===== src/rtl/alu_exec_stage.sv =====
// Issue/capture stage for an external 8-bit combinational ALU: registers operands,
// queues ALU results in an in-order FIFO and cross-checks them against a reference model.
`timescale 1ns/1ps
module alu_exec_stage #(
    parameter int DEPTH = 2,
    parameter int TAG_W = 4
) (
    input  logic             clk,
    input  logic             rst_n,
    input  logic             req_valid,
    output logic             req_ready,
    input  logic [2:0]       req_opcode,
    input  logic [7:0]       req_a,
    input  logic [7:0]       req_b,
    input  logic [TAG_W-1:0] req_tag,
    output logic [7:0]       alu_a,
    output logic [7:0]       alu_b,
    output logic [2:0]       alu_opcode,
    input  logic [7:0]       alu_out,
    input  logic             alu_carry,
    input  logic             alu_zero,
    output logic             rsp_valid,
    input  logic             rsp_ready,
    output logic [7:0]       rsp_result,
    output logic             rsp_carry,
    output logic             rsp_zero,
    output logic [TAG_W-1:0] rsp_tag,
    output logic             rsp_mismatch,
    output logic             err_sticky,
    output logic [7:0]       err_count
);

    localparam int PTR_W = $clog2(DEPTH);
    localparam int ENT_W = 8 + 1 + 1 + TAG_W + 1;
    localparam logic [PTR_W:0] DEPTH_C = DEPTH[PTR_W:0];

    localparam logic [2:0] OP_ADD = 3'b000;
    localparam logic [2:0] OP_SUB = 3'b001;
    localparam logic [2:0] OP_AND = 3'b010;
    localparam logic [2:0] OP_OR  = 3'b011;
    localparam logic [2:0] OP_XOR = 3'b100;
    localparam logic [2:0] OP_NOT = 3'b101;
    localparam logic [2:0] OP_SHL = 3'b110;
    localparam logic [2:0] OP_SHR = 3'b111;

    // Returns {carry, result} of the lockstep reference ALU.
    function automatic logic [8:0] ref_alu(input logic [2:0] op, input logic [7:0] a,
                                           input logic [7:0] b);
        logic [8:0] r;
        case (op)
            OP_ADD:  r = {1'b0, a} + {1'b0, b};
            OP_SUB:  r = {(a < b), a - b};
            OP_AND:  r = {1'b0, a & b};
            OP_OR:   r = {1'b0, a | b};
            OP_XOR:  r = {1'b0, a ^ b};
            OP_NOT:  r = {1'b0, ~a};
            OP_SHL:  r = {a[7], a[6:0], 1'b0};
            OP_SHR:  r = {a[0], 1'b0, a[7:1]};
            default: r = 9'd0;
        endcase
        return r;
    endfunction

    logic             s1_valid_q, s1_valid_d;
    logic [2:0]       s1_op_q, s1_op_d;
    logic [7:0]       s1_a_q, s1_a_d;
    logic [7:0]       s1_b_q, s1_b_d;
    logic [TAG_W-1:0] s1_tag_q, s1_tag_d;

    logic [ENT_W-1:0] mem_q [DEPTH];
    logic [PTR_W-1:0] wr_ptr_q, wr_ptr_d;
    logic [PTR_W-1:0] rd_ptr_q, rd_ptr_d;
    logic [PTR_W:0]   count_q, count_d;
    logic             err_sticky_q, err_sticky_d;
    logic [7:0]       err_count_q, err_count_d;

    logic             pop_s, push_s, accept_s, full_s, mismatch_s, ref_zero_s;
    logic [8:0]       ref_s;
    logic [ENT_W-1:0] head_s, entry_s;

    assign full_s     = (count_q == DEPTH_C);
    assign rsp_valid  = (count_q != {(PTR_W+1){1'b0}});
    assign pop_s      = rsp_valid && rsp_ready;
    assign push_s     = s1_valid_q && (!full_s || pop_s);
    assign req_ready  = !s1_valid_q || push_s;
    assign accept_s   = req_valid && req_ready;

    assign ref_s      = ref_alu(s1_op_q, s1_a_q, s1_b_q);
    assign ref_zero_s = (ref_s[7:0] == 8'd0);
    assign mismatch_s = (alu_out != ref_s[7:0]) || (alu_carry != ref_s[8]) ||
                        (alu_zero != ref_zero_s);
    assign entry_s    = {mismatch_s, s1_tag_q, alu_zero, alu_carry, alu_out};

    assign alu_a      = s1_a_q;
    assign alu_b      = s1_b_q;
    assign alu_opcode = s1_op_q;

    assign head_s       = mem_q[rd_ptr_q];
    assign rsp_result   = rsp_valid ? head_s[7:0] : 8'd0;
    assign rsp_carry    = rsp_valid ? head_s[8] : 1'b0;
    assign rsp_zero     = rsp_valid ? head_s[9] : 1'b0;
    assign rsp_tag      = rsp_valid ? head_s[10 +: TAG_W] : {TAG_W{1'b0}};
    assign rsp_mismatch = rsp_valid ? head_s[ENT_W-1] : 1'b0;
    assign err_sticky   = err_sticky_q;
    assign err_count    = err_count_q;

    // S1 next state: load on accept, retire on advance, otherwise hold.
    always_comb begin
        s1_valid_d = s1_valid_q;
        s1_op_d    = s1_op_q;
        s1_a_d     = s1_a_q;
        s1_b_d     = s1_b_q;
        s1_tag_d   = s1_tag_q;
        if (accept_s) begin
            s1_valid_d = 1'b1;
            s1_op_d    = req_opcode;
            s1_a_d     = req_a;
            s1_b_d     = req_b;
            s1_tag_d   = req_tag;
        end else if (push_s) begin
            s1_valid_d = 1'b0;
        end else begin
            s1_valid_d = s1_valid_q;
        end
    end

    // FIFO pointer/occupancy and error counter next state.
    always_comb begin
        wr_ptr_d = push_s ? wr_ptr_q + {{(PTR_W-1){1'b0}}, 1'b1} : wr_ptr_q;
        rd_ptr_d = pop_s  ? rd_ptr_q + {{(PTR_W-1){1'b0}}, 1'b1} : rd_ptr_q;
        case ({push_s, pop_s})
            2'b10:   count_d = count_q + {{PTR_W{1'b0}}, 1'b1};
            2'b01:   count_d = count_q - {{PTR_W{1'b0}}, 1'b1};
            default: count_d = count_q;
        endcase
        err_sticky_d = err_sticky_q;
        err_count_d  = err_count_q;
        if (push_s && mismatch_s) begin
            err_sticky_d = 1'b1;
            err_count_d  = (err_count_q == 8'hFF) ? 8'hFF : err_count_q + 8'd1;
        end else begin
            err_sticky_d = err_sticky_q;
        end
    end

    // State registers.
    always_ff @(posedge clk or negedge rst_n) begin
        if (!rst_n) begin
            s1_valid_q   <= 1'b0;
            s1_op_q      <= 3'd0;
            s1_a_q       <= 8'd0;
            s1_b_q       <= 8'd0;
            s1_tag_q     <= {TAG_W{1'b0}};
            wr_ptr_q     <= {PTR_W{1'b0}};
            rd_ptr_q     <= {PTR_W{1'b0}};
            count_q      <= {(PTR_W+1){1'b0}};
            err_sticky_q <= 1'b0;
            err_count_q  <= 8'd0;
        end else begin
            s1_valid_q   <= s1_valid_d;
            s1_op_q      <= s1_op_d;
            s1_a_q       <= s1_a_d;
            s1_b_q       <= s1_b_d;
            s1_tag_q     <= s1_tag_d;
            wr_ptr_q     <= wr_ptr_d;
            rd_ptr_q     <= rd_ptr_d;
            count_q      <= count_d;
            err_sticky_q <= err_sticky_d;
            err_count_q  <= err_count_d;
        end
    end

    // FIFO storage; captures the ALU values, never the reference values.
    always_ff @(posedge clk or negedge rst_n) begin
        if (!rst_n) begin
            for (int i = 0; i < DEPTH; i++) begin
                mem_q[i] <= {ENT_W{1'b0}};
            end
        end else if (push_s) begin
            mem_q[wr_ptr_q] <= entry_s;
        end else begin
            mem_q[wr_ptr_q] <= mem_q[wr_ptr_q];
        end
    end

endmodule

===== config.mk =====
export PLATFORM = sky130hd
export DESIGN_NAME = alu_exec_stage
export DESIGN_NICKNAME = d
export VERILOG_FILES = /design/src/rtl/alu_exec_stage.sv
export SDC_FILE = /design/constraint.sdc
export NUM_CORES = 1
export LEC_CHECK = 0
export CORE_MARGIN = 2
export CORE_UTILIZATION = 30
export DETAILED_ROUTE_END_ITERATION = 6
export PLACE_DENSITY = 0.52
export SLEW_MARGIN = 25
export SYNTH_ARGS = -nofsm -noshare
export SYNTH_HDL_FRONTEND = slang
export SYNTH_SLANG_ARGS = --single-unit

===== constraint.sdc =====
create_clock -name clk -period 3.1 [get_ports clk]
set_input_delay 0.465 -clock clk [delete_from_list [all_inputs] [get_ports clk]]
set_output_delay 0.465 -clock clk [all_outputs]
set_load 0.02 [all_outputs]

==> Yosys cells after proc, flatten, opt, wreduce, memory -nomap -nowiden <==
Index checks and enable logic that the tools add are counted.
{ "op_classes": {"n_reduce_logical": 16, "order_cmp": 4, "add_sub_neg": 7, "bitwise_logic": 6, "n_eq_ne": 14, "n_mux": 21} }
{ "ops": {"columns": ["operator", "n"], "rows": [
  ["15-bit two-way mux", 7],
  ["9-bit one-hot mux with 8 select lines", 1],
  ["30-bit bitwise mux", 2],
  ["30-bit two-way mux", 1],
  ["8-bit two-way mux", 2],
  ["15-bit demux with 1-bit select", 1],
  ["3-bit == test, second input constant", 4],
  ["8-bit by 8-bit adder with 9-bit output", 1],
  ["8-bit by 1-bit adder with 8-bit output, second input constant", 1],
  ["8-bit AND", 1],
  ["8-bit == test, second input constant", 1],
  ["8-bit zero test", 1],
  ["8-bit < comparator", 1],
  ["8-bit inequality test", 1],
  ["8-bit inverter", 1],
  ["8-bit OR", 1],
  ["8-bit subtractor", 1],
  ["8-bit XOR", 1],
  ["3-bit by 2-bit == test with 1-bit output, second input constant", 2],
  ["2-bit nonzero test", 3],
  ["1-bit logical AND", 5],
  ["1-bit two-way mux", 5],
  ["2-bit == test, second input constant", 2],
  ["2-bit greater-or-equal comparator, second input constant", 2],
  ["other kinds (13)", 20]
]} }
{ "totals": {"output_inout_bits": 45, "in_bits": 37, "reg_bits": 67, "wordCells": 80} }

==> Logic depth before layout (Yosys ltp) <==
Gate-level depths: netlist (run 1).
{ "logic_depth": {"word_depth": 7, "depth_mapped": 13, "depth_no_buf": 13} }

==> Worst setup path before layout (run 1) <==
OpenSTA, ideal clock, no wires.
{ "synth_path": {"path_type": "register to register", "startpoint": "register s1_a_q[0], in the netlist alu_a[0]", "endpoint": "register err_count_q[7], in the netlist err_count[7]", "t_arrival_ns": 3.238, "stages_incl_launch_ff": 14, "period_less_slack_ns": 3.363, "setup_ns": 0.125, "slack_ns": -0.263, "required_ns": 2.975, "n_path_buf": 0, "cell_sequence": "dfrtp_1 inv_1 ha_1 inv_1 fa_1 nor2b_1 o31ai_2 mux2i_1 o32ai_2 nand4_1 or4b_1 o311a_2 o2111a_1 mux2_4"} }
{ "synth_between": {"elab_chain_len": 6, "word_cells_on_any_way": 15, "cone_classes": "add/sub (2); order compare (1); eq/ne (3); mux (1); bitwise (4); reduce/logical (4)"} }
{ "synth_lines": {"columns": ["item", "line_no", "source"], "rows": [
  ["from (decl)", "66", "logic [7:0] s1_a_q, s1_a_d;"],
  ["from (signal assigned)", "151", "s1_a_q <= 8'd0;"],
  ["from (signal assigned)", "162", "s1_a_q <= s1_a_d;"],
  ["8-bit subtractor (tied with other cells)", "52", "OP_SUB: r = {(a < b), a - b};"],
  ["9-bit one-hot mux with 8 select lines *", "50", "case (op)"],
  ["8-bit inequality test (tied with other cells)", "90", "assign mismatch_s = (alu_out != ref_s[7:0]) || (alu_carry != ref_s[8]) ||"],
  ["1-bit logical OR / 1-bit inequality test (equally long branches)", "90, 91", null],
  ["1-bit logical OR *", "90", null],
  ["1-bit logical AND *", "138", "if (push_s && mismatch_s) begin"],
  ["to (signal assigned)", "169", "err_count_q <= err_count_d;"],
  ["to (decl)", "75", "logic [7:0] err_count_q, err_count_d;"]
]} }
Mark *: on every way between the ends. The rest lies on a longest branch, timed or not.
A chain may end at the register's enable or synchronous reset.

==> Worst setup path after layout (run 1) <==
{ "layout_path": {"startpoint": "register s1_b_q[0], in the netlist alu_b[0]", "endpoint": "register err_count_q[7], in the netlist err_count[7]"} }
{ "layout_between": {"elab_chain_len": 6, "word_cells_on_any_way": 14, "cone_classes": "add/sub (2); order compare (1); eq/ne (3); mux (1); bitwise (3); reduce/logical (4)"} }
{ "layout_lines": {"columns": ["item", "line_no", "source"], "rows": [
  ["from (decl)", "67", "logic [7:0] s1_b_q, s1_b_d;"],
  ["from (signal assigned)", "152", "s1_b_q <= 8'd0;"],
  ["from (signal assigned)", "163", "s1_b_q <= s1_b_d;"],
  ["8-bit subtractor (tied with other cells)", "52", null],
  ["9-bit one-hot mux with 8 select lines *", "50", null],
  ["8-bit inequality test (tied with other cells)", "90", null],
  ["1-bit logical OR / 1-bit inequality test (equally long branches)", "90, 91", null],
  ["1-bit logical OR *", "90", null],
  ["1-bit logical AND *", "138", null]
]} }
Marks and branches as above.

==> out/results.ini, run 1 <==
[synthesis]
synth-compound-area-share=0.158
synth_cells=465
ys_seq_area_frac=0.356
yosys.area_share.simple=0.146
synthMuxAreaShare=0.182
synth_top_family_by_area=multiplexers
synthAdderAreaFrac=0.0776
syn_area_sq_um=4710
synth_flop_cell=dfrtp_1
post-synth-top-area-cell=dfrtp_1
synth.avg_cell_area_sq_um=10.1
synth_top_area_share=0.356
synth_edf_count=0
ys_ff_latch=67
synthTopCellsByArea=dfrtp_1 36%, mux2_2 12%, ha_1 6.9%, mux2i_1 3.8%, nor2_1 2.6%
yosys_warnings=0
synthArstFlopShare=1.00
syn-num-nets=530
synth_xor_area_frac=0.0279
synth.distinct_cells=81

[global_route]
grt_pass1_vias=4244
grt-ovfl-total=0
grt_pass1_wl_mm=21.9
grt_use_total=0.168
antenna_found_initial=0
grt_max_degree=45

[finish]
stdcell_count=833
final_cell_mix=81 x buf_4, 80 x clkdlybuf4s50_1, 60 x dfrtp_1
nNetsFinal=682
syn_to_final_growth_pct=42.4
fin_area_sq_um=6710
drive_gt1_frac=0.315
num_antenna_cells=0
final_common_cell=buf_4

[die]
start_util=0.309
io_pins=82
die_w_um=129
fp.dieH_um=129
dieArea_sq_um=16700
rows=45
core_sq_um=15300

[clock_network]
clk_latency_ps=340
cts_sinks=67
cts_buffers=9
clockRootBuffer=clkbuf_16
tritoncts=built
htreeDepth=3
cts_buffer_depth=2
path_clk_slew_ps=70

[placement]
dpl.hpwl_mm=10.3
io_buffers=81
gp_congestion=0.847
pre_cts_slack_ps=-356
dpl.cell_count=812
place_area_sq_um=6260

[sta]
rsz0062_at_grt=true
tightest_slew_ps=696
slew-limit-headroom=0.535
post-route-min-period_ps=3430
hold-worst-slack_ps=107
setup_viol=11
tns_ps=-3080
finalHoldViolations=0
slew_violations=0
setup_slack_ps=-325
fmax_mhz=292
skew_ps=10.9
fin_crit_sh=1.10

[drt]
drt_first_pass_iters=4
via_count=4082
drt_iter0_drc=195
wl_per_cell_um=16.1
antenna_left=0
route.detailed.drc=0
routed_via_density=4.90
wl_mm=13.4

[setup_path]
path_max_fanout=8
critPathLaunchType=flip-flop
end_kind=flip-flop
cp.arrival_ps=3650
worstSetupPathType=reg -> reg
crit_required_ps=3320

[power_and_ir_drop]
ir_worst_vdd_mv=0.416
p_per_area_nw_per_um2=884
leakagePower_nw=2.92

[run]
drv_cap=0

[status]
violations=negative setup slack
run_status=finished, violations left

[hold_path]
hp-class=in -> async

-- routing by layer --
| metal | track usage | wire length, um | vias up |
|---|---|---|---|
| met2 | 0.278 | 6470 | 68 |
| met1 | 0.226 | 6390 | 2019 |
| met4 | 0.0550 | 189 | 0 |
| met3 | 0.0227 | 351 | 12 |
| met5 | 0 | 0 | - |
| li1 | - | - | 1983 |
-- worst max-delay path, stage by stage (launching register included) --
cell      delay (ps)
dfrtp_2          390
buf_4            120
ha_4             130
inv_2             40
fa_2             360
nor2b_4          150
o31ai_4          180
mux2i_1          120
o32ai_2          300
nand4_1          210
or4b_4           560
o311a_4          170
o2111a_1         280
mux2_4           290
-- sequential cells by signal, indices dropped and copies added, names as in the netlist --
name / count
mem_q: 30
alu_a: 8
alu_b: 8
err_count: 8
s1_tag_q: 4
alu_opcode: 3
count_q: 2
err_sticky: 1
rd_ptr_q: 1
s1_valid_q: 1
wr_ptr_q: 1
-- logic make-up (layout without fill, tap and decap cells) --
kind of cell / count (synthesis) / after routing
XOR/XNOR: 15 / 15
AO/OA/AOI/OAI: 96 / 96
multiplexers: 77 / 77
AND/OR/NAND/NOR: 128 / 128
adder cells (fa/ha/maj): 28 / 28
buffers and inverters: 54 / 211
flip-flops: 67 / 67
-- cell usage after synthesis, drive strengths merged (4+ instances only) --
| master | instances |
|---|---|
| o211ai | 9 |
| nor2 | 34 |
| clkbuf | 7 |
| or2 | 4 |
| o2111ai | 4 |
| nand2b | 11 |
| ha | 26 |
| and3 | 5 |
| o21ai | 21 |
| a211oi | 6 |
| a21oi | 12 |
| xnor2 | 8 |
| nand2 | 29 |
| inv | 33 |
| mux2i | 18 |
| nor2b | 12 |
| xor2 | 7 |
| nor3 | 4 |
| mux2 | 59 |
| nand3 | 6 |
| buf | 14 |
| dfrtp | 67 |
| a221oi | 5 |
| nor3b | 6 |
-- layout make-up --
type	instances	area (sq um)
clock buffers	10	229
inverters	33	124
well taps	211	264
flip-flops and latches	67	1690
clock inverters	6	113
fillers	1495	8550
multi-input cells	344	2880
repair buffers	162	1410
-- timing repair --
item                                    in CTS  in global routing
pin swaps                                    2                  9
setup buffers                                5                  0
hold buffers                                 0                  0
gates cloned                                 0                  0
gates resized for setup                      2                 11
endpoints found under the setup margin      11                 11
-- power by group --
part	internal, W	switching [W]	leakage, nW
combinational	0.00167	0.00162	1.97
clock	0.000789	0.000423	0.167
sequential	0.00119	0.000233	0.776
-- stage by stage --
stage,util,total power [W]
after floorplan,-,0.00336
final,0.440,0.00593
after CTS,0.436,0.00598
after global routing,0.440,0.00635
after global placement,0.410,0.00465
after detailed placement,0.410,0.00469
-- worst paths after layout --
kind,startpoint,to,slack [ps],cells after the start
worst min register to register,err_sticky,err_sticky,470,1
worst max-delay path,alu_b[0],err_count[7],-330,13
max in group asynchronous,rst_n,mem_q[15],2470,2
worst min-delay path,rst_n,alu_a[4],110,2
min in group clk,err_sticky,err_sticky,470,1
worst max register to register,alu_b[0],err_count[7],-330,13
Power figures use the tool's default switching activity.
==> inputs of run 2 (changes only) <==
Settings changed: SLEW_MARGIN 25 to 20.
==> results of run 2 <==
Final layout, timing and power as in run 1 (identical DEF).
==> inputs of run 3 (changes only) <==
Settings changed: SKIP_LAST_GASP set to 1.
==> run 3 against run 2 <==
- the run still ends with negative setup slack left
- final area stayed put
- sequential share of layout area stayed put
- critical endpoint unchanged
- routed wire length is 0.22% higher
- fmax hardly changed
==> out/results.ini, run 3 (synthesis gave the netlist of run 1 again) <==
[sta]
hold-worst-slack_ps=106  ; -1.73 ps
tns_ps=-3160  ; -77.6 ps
slew_violations=0  ; unchanged
tightest_slew_ps=718  ; +22.0 ps
finalHoldViolations=0  ; unchanged
post-route-min-period_ps=3430  ; +0.348 ps
fin_crit_sh=1.11  ; about the same
setup_viol=11  ; unchanged
slew-limit-headroom=0.520  ; -0.0147
setup_slack_ps=-326  ; -0.348 ps
skew_ps=11.8  ; +0.891 ps
fmax_mhz=292  ; about the same
rsz0062_at_grt=true

[global_route]
grt_pass1_wl_mm=21.9  ; about the same
grt_max_degree=45  ; unchanged
grt_pass1_vias=4245  ; +0.024%
antenna_found_initial=0  ; unchanged
grt_use_total=0.168  ; about the same
grt-ovfl-total=0  ; unchanged

[clock_network]
cts_buffers=9  ; unchanged
clockRootBuffer=clkbuf_16
path_clk_slew_ps=70  ; about the same
clk_latency_ps=350  ; about the same
cts_buffer_depth=2  ; unchanged
cts_sinks=67  ; unchanged
hold_buffers=0  ; unchanged
tritoncts=built
htreeDepth=3  ; unchanged

[drt]
routed_via_density=4.89  ; -0.22%
drt_iter0_drc=190  ; -2.6%
wl_per_cell_um=16.1  ; +0.22%
route.detailed.drc=0  ; unchanged
wl_mm=13.4  ; +0.22%
antenna_left=0  ; unchanged
via_count=4073  ; -0.22%
drt_first_pass_iters=4  ; unchanged

[die]
core_sq_um=15300  ; unchanged
start_util=0.309  ; unchanged
rows=45  ; unchanged
die_w_um=129  ; unchanged
io_pins=82  ; unchanged
dieArea_sq_um=16700  ; unchanged
fp.dieH_um=129  ; unchanged

[finish]
num_antenna_cells=0  ; unchanged
nNetsFinal=682  ; unchanged
final_cell_mix=81 x buf_4, 80 x clkdlybuf4s50_1, 60 x dfrtp_1
drive_gt1_frac=0.315  ; unchanged
fin_util=0.440  ; unchanged
largest_reg_flops=30  ; unchanged
fill_cells=1495  ; unchanged
top_register=mem_q
syn_to_final_growth_pct=42.4  ; unchanged
final_common_cell=buf_4

[setup_path]
crit_path_cell_trace=buf_4, ha_4, inv_2, fa_2, nor2b_4, o31ai_4, mux2i_1, o32ai_2, nand4_1, or4b_4, o311a_4, o2111a_1, mux2_4
path_max_fanout=8  ; unchanged
ff2ff_setup_slack_ps=-330  ; about the same
end_kind=flip-flop
worst_path_max_delay_cell=or4b_4
cp.arrival_ps=3650  ; about the same
crit_required_ps=3320  ; about the same
critPathLaunchType=flip-flop
worstSetupPathType=reg -> reg
cpPeakStageDelay_ps=560  ; about the same

[placement]
io_buffers=81  ; unchanged
gp_congestion=0.847  ; unchanged
dpl.hpwl_mm=10.3  ; unchanged
pre_cts_slack_ps=-356  ; unchanged

[power_and_ir_drop]
p_per_area_nw_per_um2=885  ; about the same
ir_worst_vdd_mv=0.416  ; about the same
leakagePower_nw=2.92  ; about the same
p_total_w=0.00593  ; about the same

[status]
violations=negative setup slack
run_status=finished, violations left

[run]
drv_cap=0  ; unchanged

[hold_path]
hp-class=in -> async

run 3: repair_timing:
| item | CTS | global route |
|---|---|---|
| gates resized for setup | 1 | 12 |
| endpoints found under the setup margin | 11 | 11 |
| cloned | 0 | 0 |
| buffers inserted | 5 | 0 |
| pin swaps | 2 | 10 |
run 3: worst paths after layout:
check / startpoint / endpoint / depth (start not counted)
worst max register to register: alu_b[0] / err_count[7] / 13
worst min-delay path: rst_n / alu_a[4] / 2
worst max-delay path: alu_b[0] / err_count[7] / 13
worst min register to register: err_sticky / err_sticky / 1
min in group clk: err_sticky / err_sticky / 1
max in group asynchronous: rst_n / mem_q[15] / 2
run 3: area by class of cell:
type | count | area (sq um) | share of cell area
Clock inverter | 6 | 113 | 0.0168
Tap cell | 211 | 264 | 0.0394
Clock buffer | 10 | 229 | 0.0341
Timing Repair Buffer | 162 | 1410 | 0.211
Inverter | 33 | 124 | 0.0185
Multi-Input combinational cell | 344 | 2880 | 0.429
Sequential cell | 67 | 1690 | 0.251
run 3: layer usage:
metal	vias to the layer above	track usage	share of wire
li1	1977	-	-
met5	-	0	0
met4	0	0.0550	0.015
met3	15	0.0227	0.025
met2	58	0.278	0.48
met1	2023	0.226	0.48
run 3: metrics by stage:
stage | cell area, sq um | std cells
2_1_floorplan | 4750 | 465
3_3_place_gp | 6260 | 812
3_5_place_dp | 6260 | 812
4_1_cts | 6650 | 833
5_1_grt | 6710 | 833
6_report | 6710 | 833
run 3: power breakdown:
group / switching (W) / internal (W) / total (W)
clock network: 0.000424 / 0.000790 / 0.00121
logic: 0.00162 / 0.00167 / 0.00329
registers: 0.000233 / 0.00119 / 0.00143
total: 0.00228 / 0.00365 / 0.00593
run 3: critical path: cells and delay by family (launching register included):
family	cells	cell delay [ps]
buffers and inverters	2	160
AOI/OAI and AO/OA	4	930
adders and majority gates	2	490
muxes	2	410
DFF	1	390
and+or+nand+nor	3	920
